--- config.mk ---
export PLATFORM = sky130hd
export DESIGN_NAME = ibex_alu_bist_scheduler
export DESIGN_NICKNAME = d
export VERILOG_FILES = /design/src/rtl/ibex_bist_pkg.sv /design/src/rtl/bist_lfsr.sv /design/src/rtl/ibex_alu_bist_scheduler.sv
export SDC_FILE = /design/constraint.sdc
export NUM_CORES = 1
export LEC_CHECK = 0
export CAP_MARGIN = 30
export CORE_MARGIN = 2
export CORE_UTILIZATION = 50
export DETAILED_ROUTE_END_ITERATION = 8
export DONT_BUFFER_PORTS = 1
export MAX_ROUTING_LAYER = met4
export SLEW_MARGIN = 5
export SYNTH_ARGS = -nofsm -noshare
export SYNTH_HDL_FRONTEND = slang
export SYNTH_HIERARCHICAL = 1
export SYNTH_SLANG_ARGS = --single-unit
--- constraint.sdc ---
create_clock -name clk_i -period 3.15 [get_ports clk_i]
set_input_delay 0.945 -clock clk_i [delete_from_list [all_inputs] [get_ports clk_i]]
set_output_delay 0.945 -clock clk_i [all_outputs]
set_load 0.02 [all_outputs]
--- src/rtl/ibex_bist_pkg.sv ---
// Shared types and constants for the ibex ALU runtime-BIST scheduler.
package ibex_bist_pkg;

  typedef enum logic [1:0] {
    IDLE     = 2'd0,
    WAIT_IVL = 2'd1,
    ARMED    = 2'd2,
    RUN      = 2'd3
  } bist_sched_state_e;

  // Right-shift Galois mask for x^32 + x^22 + x^2 + x + 1.
  localparam logic [31:0] LFSR_TAPS = 32'h8020_0003;

  // Every bit of p + ~p is one, so a healthy adder returns all ones.
  localparam logic BIST_EXPECT_ADD = 1'b1;

  function automatic logic [7:0] effective_thresh(input logic [7:0] thresh);
    return (thresh == 8'd0) ? 8'd1 : thresh;
  endfunction

endpackage

--- src/rtl/bist_lfsr.sv ---
// Galois LFSR pattern source for ALU BIST: reloads SEED on load_i, steps on advance_i.
module bist_lfsr
  import ibex_bist_pkg::*;
#(
  parameter int unsigned      WIDTH = 32,
  parameter logic [WIDTH-1:0] TAPS  = WIDTH'(LFSR_TAPS),
  parameter logic [WIDTH-1:0] SEED  = WIDTH'(32'hACE1_2468)
) (
  input  logic             clk_i,
  input  logic             rst_ni,
  input  logic             load_i,
  input  logic             advance_i,
  output logic [WIDTH-1:0] state_o
);

  logic [WIDTH-1:0] state_q;
  logic [WIDTH-1:0] state_next;

  always_comb begin
    state_next = state_q >> 1;
    if (state_q[0]) begin
      state_next = state_next ^ TAPS;
    end
  end

  // A session restart takes priority over stepping.
  always_ff @(posedge clk_i or negedge rst_ni) begin
    if (!rst_ni) begin
      state_q <= SEED;
    end else if (load_i) begin
      state_q <= SEED;
    end else if (advance_i) begin
      state_q <= state_next;
    end
  end

  assign state_o = state_q;

endmodule

--- src/rtl/ibex_alu_bist_scheduler.sv ---
// Lends the shared ibex ALU to runtime BIST during idle windows; the core always wins the ALU back.
module ibex_alu_bist_scheduler
  import ibex_bist_pkg::*;
#(
  parameter int unsigned           DATA_WIDTH   = 32,
  parameter int unsigned           NUM_PATTERNS = 16,
  parameter logic [DATA_WIDTH-1:0] LFSR_SEED    = DATA_WIDTH'(32'hACE1_2468),
  parameter int unsigned           CNT_W        = 16
) (
  input  logic                  clk_i,
  input  logic                  rst_ni,
  input  logic                  enable_i,
  input  logic                  core_req_i,
  input  logic [CNT_W-1:0]      interval_i,
  input  logic [7:0]            idle_thresh_i,
  input  logic [DATA_WIDTH-1:0] result_i,
  output logic                  bist_active_o,
  output logic [DATA_WIDTH-1:0] pattern_o,
  output logic                  session_done_o,
  output logic                  fail_o,
  input  logic                  err_clr_i,
  output logic                  error_irq_o,
  output logic [CNT_W-1:0]      pass_cnt_o,
  output logic [CNT_W-1:0]      abort_cnt_o
);

  localparam int unsigned           PAT_W         = (NUM_PATTERNS > 1) ? $clog2(NUM_PATTERNS) : 1;
  localparam logic [PAT_W-1:0]      LAST_PAT      = PAT_W'(NUM_PATTERNS - 1);
  localparam logic [DATA_WIDTH-1:0] EXPECT_RESULT = {DATA_WIDTH{BIST_EXPECT_ADD}};
  localparam logic [CNT_W-1:0]      CNT_MAX       = {CNT_W{1'b1}};

  bist_sched_state_e state_q, state_d;

  logic [CNT_W-1:0] ivl_cnt_q;
  logic [7:0]       idle_cnt_q;
  logic [7:0]       thresh_eff;
  logic             idle_hit;
  logic [PAT_W-1:0] pat_idx_q;
  logic             sess_err_q;
  logic             fail_q;
  logic             session_done_q;
  logic [CNT_W-1:0] pass_cnt_q;
  logic [CNT_W-1:0] abort_cnt_q;

  logic             mismatch;
  logic             sess_end;
  logic             preempt;
  logic             lfsr_load;

  // The current idle cycle counts toward the window, so RUN follows the thresh-th idle cycle.
  assign thresh_eff = effective_thresh(idle_thresh_i);
  assign idle_hit   = !core_req_i && (({1'b0, idle_cnt_q} + 9'd1) >= {1'b0, thresh_eff});

  always_ff @(posedge clk_i or negedge rst_ni) begin
    if (!rst_ni) begin
      state_q <= IDLE;
    end else begin
      state_q <= state_d;
    end
  end

  always_comb begin
    state_d = state_q;
    if (!enable_i) begin
      state_d = IDLE;
    end else begin
      unique case (state_q)
        IDLE:     state_d = WAIT_IVL;
        WAIT_IVL: if (ivl_cnt_q == '0) state_d = ARMED;
        ARMED:    if (idle_hit) state_d = RUN;
        RUN: begin
          if (core_req_i) begin
            state_d = ARMED;
          end else if (pat_idx_q == LAST_PAT) begin
            state_d = WAIT_IVL;
          end
        end
        default:  state_d = IDLE;
      endcase
    end
  end

  // The ALU is only borrowed on cycles the core leaves free; a core request drops it combinationally.
  always_comb begin
    bist_active_o = 1'b0;
    mismatch      = 1'b0;
    sess_end      = 1'b0;
    preempt       = 1'b0;
    if (state_q == RUN && enable_i) begin
      bist_active_o = ~core_req_i;
      preempt       = core_req_i;
      mismatch      = ~core_req_i && (result_i != EXPECT_RESULT);
      sess_end      = ~core_req_i && (pat_idx_q == LAST_PAT);
    end
  end

  assign lfsr_load = (state_q == ARMED) && (state_d == RUN);

  always_ff @(posedge clk_i or negedge rst_ni) begin
    if (!rst_ni) begin
      ivl_cnt_q      <= '0;
      idle_cnt_q     <= '0;
      pat_idx_q      <= '0;
      sess_err_q     <= 1'b0;
      fail_q         <= 1'b0;
      session_done_q <= 1'b0;
      pass_cnt_q     <= '0;
      abort_cnt_q    <= '0;
    end else begin
      if (state_q == IDLE || sess_end) begin
        ivl_cnt_q <= interval_i;
      end else if (state_q == WAIT_IVL && ivl_cnt_q != '0) begin
        ivl_cnt_q <= ivl_cnt_q - CNT_W'(1);
      end

      if (state_q != ARMED || core_req_i) begin
        idle_cnt_q <= '0;
      end else begin
        idle_cnt_q <= idle_cnt_q + 8'd1;
      end

      if (state_q == ARMED) begin
        pat_idx_q  <= '0;
        sess_err_q <= 1'b0;
      end else if (bist_active_o) begin
        pat_idx_q <= pat_idx_q + PAT_W'(1);
        if (mismatch) begin
          sess_err_q <= 1'b1;
        end
      end

      // A fresh mismatch outranks a simultaneous clear.
      if (mismatch) begin
        fail_q <= 1'b1;
      end else if (err_clr_i) begin
        fail_q <= 1'b0;
      end

      session_done_q <= sess_end;

      if (sess_end && !sess_err_q && !mismatch && pass_cnt_q != CNT_MAX) begin
        pass_cnt_q <= pass_cnt_q + CNT_W'(1);
      end

      if (preempt && abort_cnt_q != CNT_MAX) begin
        abort_cnt_q <= abort_cnt_q + CNT_W'(1);
      end
    end
  end

  bist_lfsr #(
    .WIDTH (DATA_WIDTH),
    .TAPS  (DATA_WIDTH'(LFSR_TAPS)),
    .SEED  (LFSR_SEED)
  ) u_lfsr (
    .clk_i     (clk_i),
    .rst_ni    (rst_ni),
    .load_i    (lfsr_load),
    .advance_i (bist_active_o),
    .state_o   (pattern_o)
  );

  assign session_done_o = session_done_q;
  assign fail_o         = fail_q;
  assign error_irq_o    = fail_q;
  assign pass_cnt_o     = pass_cnt_q;
  assign abort_cnt_o    = abort_cnt_q;

endmodule

# --- Word-level counts from Yosys, hierarchy flattened ---
# Cells that the tools add are included.
# W data, S select, Z words.
totals:
  register_bits: 97
  output_inout_bits: 68
  word_cells: 77
op_classes:
  addsub: 6
  n_lt_le_gt_ge: 1
  eq_ne: 9
  mux: 24
  bitwise: 2
  reduce_logical: 25
op_table:
  columns: ["cell", "count"]
  rows:
  - ["$mux W32", 3]
  - ["$add A16 B1 Y16 const B", 2]
  - ["$mux W16", 2]
  - ["$ne A16 B16 Y1 const B", 2]
  - ["$ne A32 B32 Y1 const B", 1]
  - ["$logic_not A16 Y1", 1]
  - ["$mux W8", 2]
  - ["$reduce_bool A16 Y1", 1]
  - ["$sub A16 B1 Y16 const B", 1]
  - ["$logic_and A1 B1 Y1", 10]
  - ["$mux W2", 5]
  - ["$reduce_bool A2 Y1", 5]
  - ["$add A8 B1 Y9 const B", 1]
  - ["$ge A9 B8 Y1", 1]
  - ["$mux W1", 9]
  - ["$add A8 B1 Y8 const B", 1]
  - ["$logic_not A8 Y1", 1]
  - ["$mux W4", 2]
  - ["$pmux W2 S4", 1]
  - ["$eq A2 B2 Y1 const B", 3]
  - ["$add A4 B1 Y4 const B", 1]
  - ["$eq A4 B4 Y1 const B", 1]
  - ["$not A3 Y4", 1]
  - ["$logic_not A1 Y1", 3]
  - ["6 further kinds", 7]

# --- Logic depth before layout (Yosys ltp) ---
# Gate-level depths: netlist (run 1).
depth:
  depth_word: 10
  depth_mapped: 11

# --- Modules after synthesis ---
# Netlist (run 1), hierarchy kept.
modules_own_cells:
  columns: ["mod", "instances", "cells_each", "area_each_um2"]
  rows:
  - ["ibex_alu_bist_scheduler", 1, 350, 3484.6]
  - ["bist_lfsr", 1, 107, 1373.8]

# --- Least setup slack after synthesis (run 1) ---
# Ideal clock, no wire load.
synth_path:
  path_type: "input to register"
  from: "input port idle_thresh_i[4]"
  to: "register u_lfsr.state_q[21] (netlist: u_lfsr/state_o[21])"
  setup_ps: 77
  arrival_ps: 2909
  required_ps: 3073
  setup_slack_ps: 164
  cell_stages: 11
  path_buffers: 1
  path_cell_list: "nor4_1 -> a41o_1 -> ha_1 -> nand2b_1 -> a21o_1 -> a211oi_1 -> or3_1 -> a311oi_1 -> buf_2 -> nor3_1 -> a31oi_1"
synth_via:
  elab_chain_cells: 10
  word_cells_on_any_way: 11
  cone_classes: "order compare: 1; eq/ne: 1; mux: 5; reduce/logical: 4"
synth_lines:
  columns: ["element", "line", "source"]
  rows:
  - ["from (decl)", "ibex_alu_bist_scheduler.sv:15", "input logic [7:0] idle_thresh_i,"]
  - ["$logic_not A8 Y1", "ibex_bist_pkg.sv:18", "return (thresh == 8'd0) ? 8'd1 : thresh;"]
  - ["$mux W8 (*)", "ibex_bist_pkg.sv:18", null]
  - ["$ge A9 B8 Y1 (*)", "ibex_alu_bist_scheduler.sv:52", "assign idle_hit = !core_req_i && (({1'b0, idle_cnt_q} + 9'd1) >= {1'b0, thresh_eff});"]
  - ["$logic_and A1 B1 Y1 (*)", "ibex_alu_bist_scheduler.sv:52", null]
  - ["$mux W2 (*)", "ibex_alu_bist_scheduler.sv:70", "ARMED: if (idle_hit) state_d = RUN;"]
  - ["$pmux W2 S4 (*)", "ibex_alu_bist_scheduler.sv:67", "unique case (state_q)"]
  - ["$mux W2 (*)", "ibex_alu_bist_scheduler.sv:64", "if (!enable_i) begin"]
  - ["$eq A2 B2 Y1 (*)", "ibex_alu_bist_scheduler.sv:97", "assign lfsr_load = (state_q == ARMED) && (state_d == RUN);"]
  - ["$logic_and A1 B1 Y1 (*)", "ibex_alu_bist_scheduler.sv:97", null]
  - ["named net lfsr_load", "ibex_alu_bist_scheduler.sv:48", "logic lfsr_load;"]
  - ["$mux W32 / $reduce_bool A2 Y1 (equally long branches)", null, null]
  - ["to (signal assigned)", "bist_lfsr.sv:33", "state_q <= state_next;"]
  - ["to (decl)", "bist_lfsr.sv:16", "logic [WIDTH-1:0] state_q;"]
# The timed path passes the listed nets; every way through them passes the cells marked *.
# A chain may end at the register's enable or synchronous reset.

# --- Worst setup path in the final report (run 1) ---
layout_path:
  from: "register idle_cnt_q[0]"
  to: "register u_lfsr.state_q[21] (netlist: u_lfsr/state_o[21])"
layout_via:
  elab_chain_cells: 9
  word_cells_on_any_way: 10
  cone_classes: "add/sub: 1; order compare: 1; eq/ne: 1; mux: 4; reduce/logical: 3"
layout_lines:
  columns: ["element", "line", "source"]
  rows:
  - ["from (decl)", "ibex_alu_bist_scheduler.sv:35", "logic [7:0] idle_cnt_q;"]
  - ["from (signal assigned)", "ibex_alu_bist_scheduler.sv:119", "idle_cnt_q <= idle_cnt_q + 8'd1;"]
  - ["$add A8 B1 Y9 (*)", "ibex_alu_bist_scheduler.sv:52", null]
  - ["$ge A9 B8 Y1 (*)", "ibex_alu_bist_scheduler.sv:52", null]
  - ["$logic_and A1 B1 Y1 (*)", "ibex_alu_bist_scheduler.sv:52", null]
  - ["$mux W2 (*)", "ibex_alu_bist_scheduler.sv:70", null]
  - ["$pmux W2 S4 (*)", "ibex_alu_bist_scheduler.sv:67", null]
  - ["$mux W2 (*)", "ibex_alu_bist_scheduler.sv:64", null]
  - ["$eq A2 B2 Y1 (*)", "ibex_alu_bist_scheduler.sv:97", null]
  - ["$logic_and A1 B1 Y1 (*)", "ibex_alu_bist_scheduler.sv:97", null]
  - ["named net lfsr_load", "ibex_alu_bist_scheduler.sv:48", null]
  - ["$mux W32 / $reduce_bool A2 Y1 (equally long branches)", null, null]
# Marks and branches as above.

==> results of run 1 <==
[critical path: cells and delay by family (launching register included)]
| family | cells | cell delay [ns] |
|---|---|---|
| AND/OR/NAND/NOR | 5 | 1.08 |
| adder cells (fa/ha/maj) | 1 | 0.31 |
| AO/OA/AOI/OAI | 2 | 0.50 |
| buffers and inverters | 1 | 0.22 |
| XOR/XNOR | 1 | 0.15 |
| flip-flops | 1 | 0.41 |
[layout make-up]
type / instances / area [um2] / area share (%)
multi-input cells: 328 / 2240 / 42.9
repair buffers: 9 / 92.6 / 1.77
inverters: 18 / 67.6 / 1.29
clock buffers: 10 / 138 / 2.63
flip-flops and latches: 97 / 2440 / 46.8
clock inverters: 6 / 81.3 / 1.56
well taps: 129 / 161 / 3.09
[cells by family after synthesis]
logic type,synth area share (%)
fa+ha+maj,3.35
mux,6.88
buf+inv,4.04
flops,50.3
xor+xnor,9.19
compound gates,6.13
simple gates,20.1
[power breakdown]
part | internal (uW) | switching (uW)
sequential | 1270 | 27.4
combinational | 39.4 | 38.8
clock | 410 | 474
total | 1720 | 540
[flip-flops by register name (all words and copies together) (netlist names)]
register / cells
u_lfsr/state_o: 32
abort_cnt_o: 16
pat_idx_q: 4
pass_cnt_o: 16
idle_cnt_q: 8
session_done_o: 1
ivl_cnt_q: 16
error_irq_o: 1
sess_err_q: 1
state_q: 2
[layout by cell type, fill, tap and decap left out, types with 10 or more instances in the layout]
cell type,count
dfrtp_1,84
nor2_1,56
xnor2_1,40
nand2_1,32
mux2i_1,30
nand4_1,24
a21oi_1,20
inv_1,18
nand3_1,17
ha_1,13
dfstp_2,13
xor2_1,11
clkbuf_8,10
[metrics by stage]
step,setup slack (ns),cells
after detailed placement,0.0308,581
final,0.408,597
after CTS,0.395,597
after floorplan,0.164,457
after global routing,0.190,597
after global placement,0.105,581
[worst max-delay path by stage]
| stage | start | to | slack [ns] | cells past startpoint |
|---|---|---|---|---|
| 6_report | idle_cnt_q[0] | u_lfsr/state_o[21] | 0.41 | 10 |
| 5_1_grt | idle_cnt_q[0] | u_lfsr/state_o[21] | 0.19 | 10 |
| 4_1_cts | idle_cnt_q[0] | u_lfsr/state_o[21] | 0.40 | 10 |
| 3_5_place_dp | idle_thresh_i[4] | u_lfsr/state_o[1] | 0.03 | 11 |
| 3_3_place_gp | idle_thresh_i[4] | u_lfsr/state_o[1] | 0.11 | 11 |
| 2_1_floorplan | idle_thresh_i[4] | u_lfsr/state_o[21] | 0.16 | 11 |
[routing by layer]
layer,wire length [um],global-route usage (%),vias up
met2,4420,29.6,107
met3,618,4.14,12
met1,4260,24.6,1553
li1,-,-,1597
met5,0,-,-
met4,136,6.77,0
==> metrics.md, run 1 <==
| Metric | Value |
|---|---|
| Post-Route WL | `9430 um` |
| Sequential cell area fraction in the yosys report | `50.3%` |
| Crit path cell chain | `nand3_1 > or3_1 > xnor2_1 > ha_1 > nand4_1 > or3_1 > a311oi_4 > buf_4 > nor3_1 > a31oi_1` |
| CTS Hold Buffers Added | `0` |
| Final Max Tran Viols | `0` |
| Syn nets | `531` |
| RSZ-0062 raised after global routing | `false` |
| First-pass GRT wire length | `15300 um` |
| Clock transition at path regs | `0.10 ns` |
| Worst relative slew slack | `58.5%` |
| Post-route ant nets | `0` |
| Antenna Cells | `0` |
| Final worst path period share | `87.0%` |
| Final Util | `56.0%` |
| Static leakage | `0.00229 uW` |
| DIE AREA | `10500 um2` |
| DR vias/cell | `5.48` |
| Starting Density | `52.1%` |
| Peak supply drop | `0.225 mV` |
| DR pass1 iterations | `4` |
| Post-synth ARST share | `100%` |
| Synth Area per Inst | `10.6 um2` |
| WS Path Type | `register to register` |
| Outcome | `complete, no violations` |
| CTS buffer count | `9` |
| Die X | `103 um` |
| Max stage delay on crit path | `0.43 ns` |
| Placer congestion estimate | `0.817` |
| Layout cells sized above 1 | `11.8%` |
| Die extent in y | `103 um` |
| Clk root buf | `clkbuf_8` |
| Worst path most repeated cell | `or3_1` |
| Ranking of synthesized cells by area | `dfrtp_1 43%, xnor2_1 7.2%, dfstp_2 7.0%, mux2i_1 6.2%, nor2_1 4.4%` |
| Crit path DAT | `3.03 ns` |
| Design Power | `2260 uW` |
| Worst hold path type | `input pin to async pin` |
| Largest net degree at the start of global routing | `98` |
| H-tree depth | `3` |
| Gr usage total | `19.0%` |
| Post-Synthesis Cells | `457` |
| Hold_ws | `0.264 ns` |
| CP endpoint kind | `register` |
| Initial antenna violation count | `0` |
| Top-count cell post-synth | `dfrtp_1` |
| Critical Path Fanout Max | `6` |
| Skew-Pair Late Insertion Delay | `0.36 ns` |
| R2R depth | `10` |
| DRT iter0 DRCs | `110` |
| CTS sink cnt | `97` |
| Endpoints failing hold | `0` |
| Number of setup violations in the final report | `0` |
| I/O pins | `129` |
| Clock tree from TritonCTS | `yes` |
| Crit path launch type | `register` |
| Vias | `3269` |
| Post-place instance area | `5000 um2` |
| Top cells by count, synth | `84 x dfrtp_1, 57 x nor2_1, 40 x xnor2_1, 32 x nand2_1, 30 x mux2i_1` |
| Core Footprint | `9330 um2` |
| Layout net count | `537` |
| Post-route cell area | `5220 um2` |
| Synthesis-stage register bit count | `97` |
| Post-synth EDFFs | `0` |
| Reg2reg end | `u_lfsr/state_o[21]` |
| Slowest-stage cell, CP | `or3_1` |
| DPL Wire Length | `6800 um` |
| Area Overhead vs Synth | `7.52%` |
| Num rows | `35` |
| Power per Cell Area | `433 nW/um2` |
| Most area-hungry cell type in the Yosys netlist | `dfrtp_1` |
| Unique masters post-synth | `53` |
| R2R Setup Slk | `0.41 ns` |
| Longest Clk Path Bufs | `2` |
| DRC errors left | `0` |
| R2R Path Start | `idle_cnt_q[0]` |
| Mapped Area | `4860 um2` |
| Synth top area share | `43.3%` |
| Setup TNS | `0 ns` |
| Required time at the worst-slack endpoint | `3.43 ns` |
| YS warnings | `6` |
| Fill cell count | `848` |
| Port Buffers | `0` |
| Cts repair resizes | `0` |
| Vias in the first global route | `3282` |
| Measured slew at the worst slew-check pin | `0.623 ns` |
| Top_reg_cell synth | `dfrtp_1` |
| Setup repair bufs after CTS | `0` |
| Layout Skew | `0.0125 ns` |
| Fin crit period | `2.74 ns` |
| Avg WL per Cell | `15.8 um` |
| Max Cap Violations | `0` |
| Grt ovf | `0` |
| Max Clk Rate | `365 MHz` |
Power figures use the tool's default switching activity.
==> inputs of run 2 (changes only) <==
- ABC_AREA: not set -> 1
==> run 2 against run 1 <==
Compared with the run above:
- area after synthesis increased by 15%
- critical path type unchanged
- wire length increased by 29%
- worst setup slack got worse by 0.099 ns
- highest routed layer unchanged
- clock skew about the same
- count of clock-buffer cells in the layout unchanged
- worst hold slack got worse by 0.013 ns
- die area increased by 14%
- first-iteration DRC count increased to 3.1 times the previous value
- core utilization decreased by 1.5 points
- non-clock buffer count decreased by 1
- maximum frequency decreased by 3.5%
==> metrics.md, run 2 <==
| Metric | Value |
|---|---|
| Outcome | `complete, no violations` |
| Unique masters post-synth | `36` |
| Worst hold path type | `input pin to async pin` |
| Crit path cell chain | `ha_1 > nand2_1 > inv_1 > nand2_1 > xor2_1 > inv_1 > ha_1 > nand2_1 > nor2_1 > nand2_1 > nand3_1 > nand2_1 > nand2_1 > nand2_1 > nand2_1 > nand2_1 > a21oi_4 > buf_4 > inv_2 > nand2_4 > o21ai_2` |
| Initial antenna violation count | `0` |
| Synth top area share | `37.7%` |
| Antenna Cells | `0` |
| First-pass GRT wire length | `20200 um` |
| DPL Wire Length | `8950 um` |
| Worst relative slew slack | `46.7%` |
| Final worst path period share | `90.2%` |
| CTS sink cnt | `97` |
| Max Clk Rate | `352 MHz` |
| Final Max Tran Viols | `0` |
| Core Footprint | `10900 um2` |
| Largest net degree at the start of global routing | `98` |
| Gr usage total | `21.7%` |
| Mapped Area | `5580 um2` |
| Peak supply drop | `0.292 mV` |
| Max Cap Violations | `0` |
| Synth Area per Inst | `7.72 um2` |
| Clock tree from TritonCTS | `yes` |
| CP endpoint kind | `register` |
| Die X | `110 um` |
| Synthesis-stage register bit count | `97` |
| Number of flip-flops in the largest register | `32` |
| Sequential cell area fraction in the yosys report | `43.8%` |
| Port Buffers | `0` |
| Top-count cell post-synth | `nand2_1` |
| Num rows | `38` |
| Power per Cell Area | `439 nW/um2` |
| Placer congestion estimate | `0.899` |
| Post-Synthesis Cells | `723` |
| Post-synth ARST share | `100%` |
| H-tree depth | `3` |
| I/O pins | `129` |
| Vias | `4601` |
| Static leakage | `0.00301 uW` |
| Crit path DAT | `3.10 ns` |
| Grt ovf | `0` |
| Layout Skew | `0.0130 ns` |
| Top cells by count, synth | `225 x nand2_1, 88 x inv_1, 84 x dfrtp_1, 62 x nor2_1, 41 x nand3_1` |
| Worst path most repeated cell | `nand2_1` |
| DRT iter0 DRCs | `345` |
| CTS buffer count | `9` |
| Measured slew at the worst slew-check pin | `0.799 ns` |
| YS warnings | `6` |
| Number of setup violations in the final report | `0` |
| CP delay by family, top | `simple AND/OR/NAND/NOR gates` |
| Avg WL per Cell | `14.0 um` |
| Slowest-stage cell, CP | `dfrtp_1` |
| Crit path launch type | `register` |
| Most area-hungry cell type in the Yosys netlist | `dfrtp_1` |
| Clk root buf | `clkbuf_8` |
| Skew-Pair Late Insertion Delay | `0.37 ns` |
| Critical Path Fanout Max | `9` |
| Layout net count | `798` |
| Fin crit period | `2.84 ns` |
| Clock transition at path regs | `0.10 ns` |
| RSZ-0062 raised after global routing | `false` |
| Design Power | `2600 uW` |
| Final Util | `54.5%` |
| Top_reg_cell synth | `dfrtp_1` |
| Die extent in y | `110 um` |
| Syn nets | `797` |
| Required time at the worst-slack endpoint | `3.41 ns` |
| Post-Route WL | `12200 um` |
| Starting Density | `51.3%` |
| Most common cell after layout, fill and taps aside | `nand2_1` |
| Vias in the first global route | `4285` |
| DR pass1 iterations | `5` |
| Area Overhead vs Synth | `6.28%` |
| Max stage delay on crit path | `0.39 ns` |
| Longest Clk Path Bufs | `2` |
| CP bufs+invs | `4` |
| Layout cells sized above 1 | `9.19%` |
| Post-route ant nets | `0` |
| Ranking of synthesized cells by area | `dfrtp_1 38%, nand2_1 15%, dfstp_2 6.1%, inv_1 5.9%, xor2_1 4.2%` |
| DR vias/cell | `5.29` |
| CTS Hold Buffers Added | `0` |
| Endpoints failing hold | `0` |
| DIE AREA | `12000 um2` |
| Post-synth EDFFs | `0` |
| DRC errors left | `0` |
| WS Path Type | `register to register` |
| Commonest cells after routing, fill and taps aside | `225 x nand2_1, 88 x inv_1, 84 x dfrtp_1` |
[run 2: per-stage QoR]
step           instances  instance area [um2]  hold slack [ns]  TNS [ns]  setup WS (ns)
6_report             869                 5930            0.251         0          0.310
2_1_floorplan        723                 5580            0.461         0          0.488
5_1_grt              869                 5930            0.217         0         0.0680
3_5_place_dp         853                 5680            0.520   -0.0110       -0.00471
3_3_place_gp         853                 5680            0.516         0         0.0404
4_1_cts              869                 5920            0.234         0         0.0903
[run 2: final cells by class]
cell class	count	area (um2)
fill	1044	4960
multi-input combinational	517	2660
sequential	97	2440
inverter	91	342
tap	140	175
clock buffer	10	128
clock inverter	6	115
timing repair buffer	8	72.6
[run 2: kinds of logic (layout without fill, tap and decap cells)]
| kind of cell | Yosys count | count (layout) | synth area share, % |
|---|---|---|---|
| and+or+nand+nor | 392 | 392 | 31.0 |
| buffers and inverters | 109 | 115 | 8.92 |
| DFF | 97 | 97 | 43.8 |
| AOI/OAI and AO/OA | 76 | 76 | 7.69 |
| xor gates and xnor gates | 36 | 36 | 5.65 |
| adders and majority gates | 13 | 13 | 2.91 |
[run 2: power breakdown]
group          switching [uW]  internal, uW  total [uW]
Sequential               81.3          1310        1390
Clock                     453           532         985
Combinational             141          84.8         226
[run 2: layer usage]
layer	global-route usage (%)	vias up	part of all wire [%]
met2	32.7	111	45
met4	6.42	0	1.0
met3	5.57	11	6.7
li1	-	2306	-
met1	28.9	2173	47
met5	-	-	0
[run 2: worst paths after layout]
path | startpoint | endpoint | slack, ns | cells after the start
worst max-delay path | idle_cnt_q[0] | u_lfsr/state_o[9] | 0.31 | 21
worst min-delay path | rst_ni | pass_cnt_o[7] | 0.25 | 0
worst max register to register | idle_cnt_q[0] | u_lfsr/state_o[9] | 0.31 | 21
worst min register to register | ivl_cnt_q[15] | ivl_cnt_q[15] | 0.54 | 2
max in group asynchronous | rst_ni | u_lfsr/state_o[3] | 2.67 | 0
min in group clk_i | ivl_cnt_q[15] | ivl_cnt_q[15] | 0.54 | 2
[run 2: worst register-to-register path: cells and delay by family (launching register included)]
| family | cells | cell delay (ns) |
|---|---|---|
| xor+xnor | 1 | 0.20 |
| flops | 1 | 0.39 |
| simple gates | 12 | 0.91 |
| buf+inv | 4 | 0.45 |
| compound gates | 2 | 0.29 |
| fa+ha+maj | 2 | 0.50 |
[run 2: what timing repair did]
item                                    in CTS  in global routing
endpoints found under the setup margin       0                 17
gates resized for setup                      0                  2
setup buffers                                0                  0
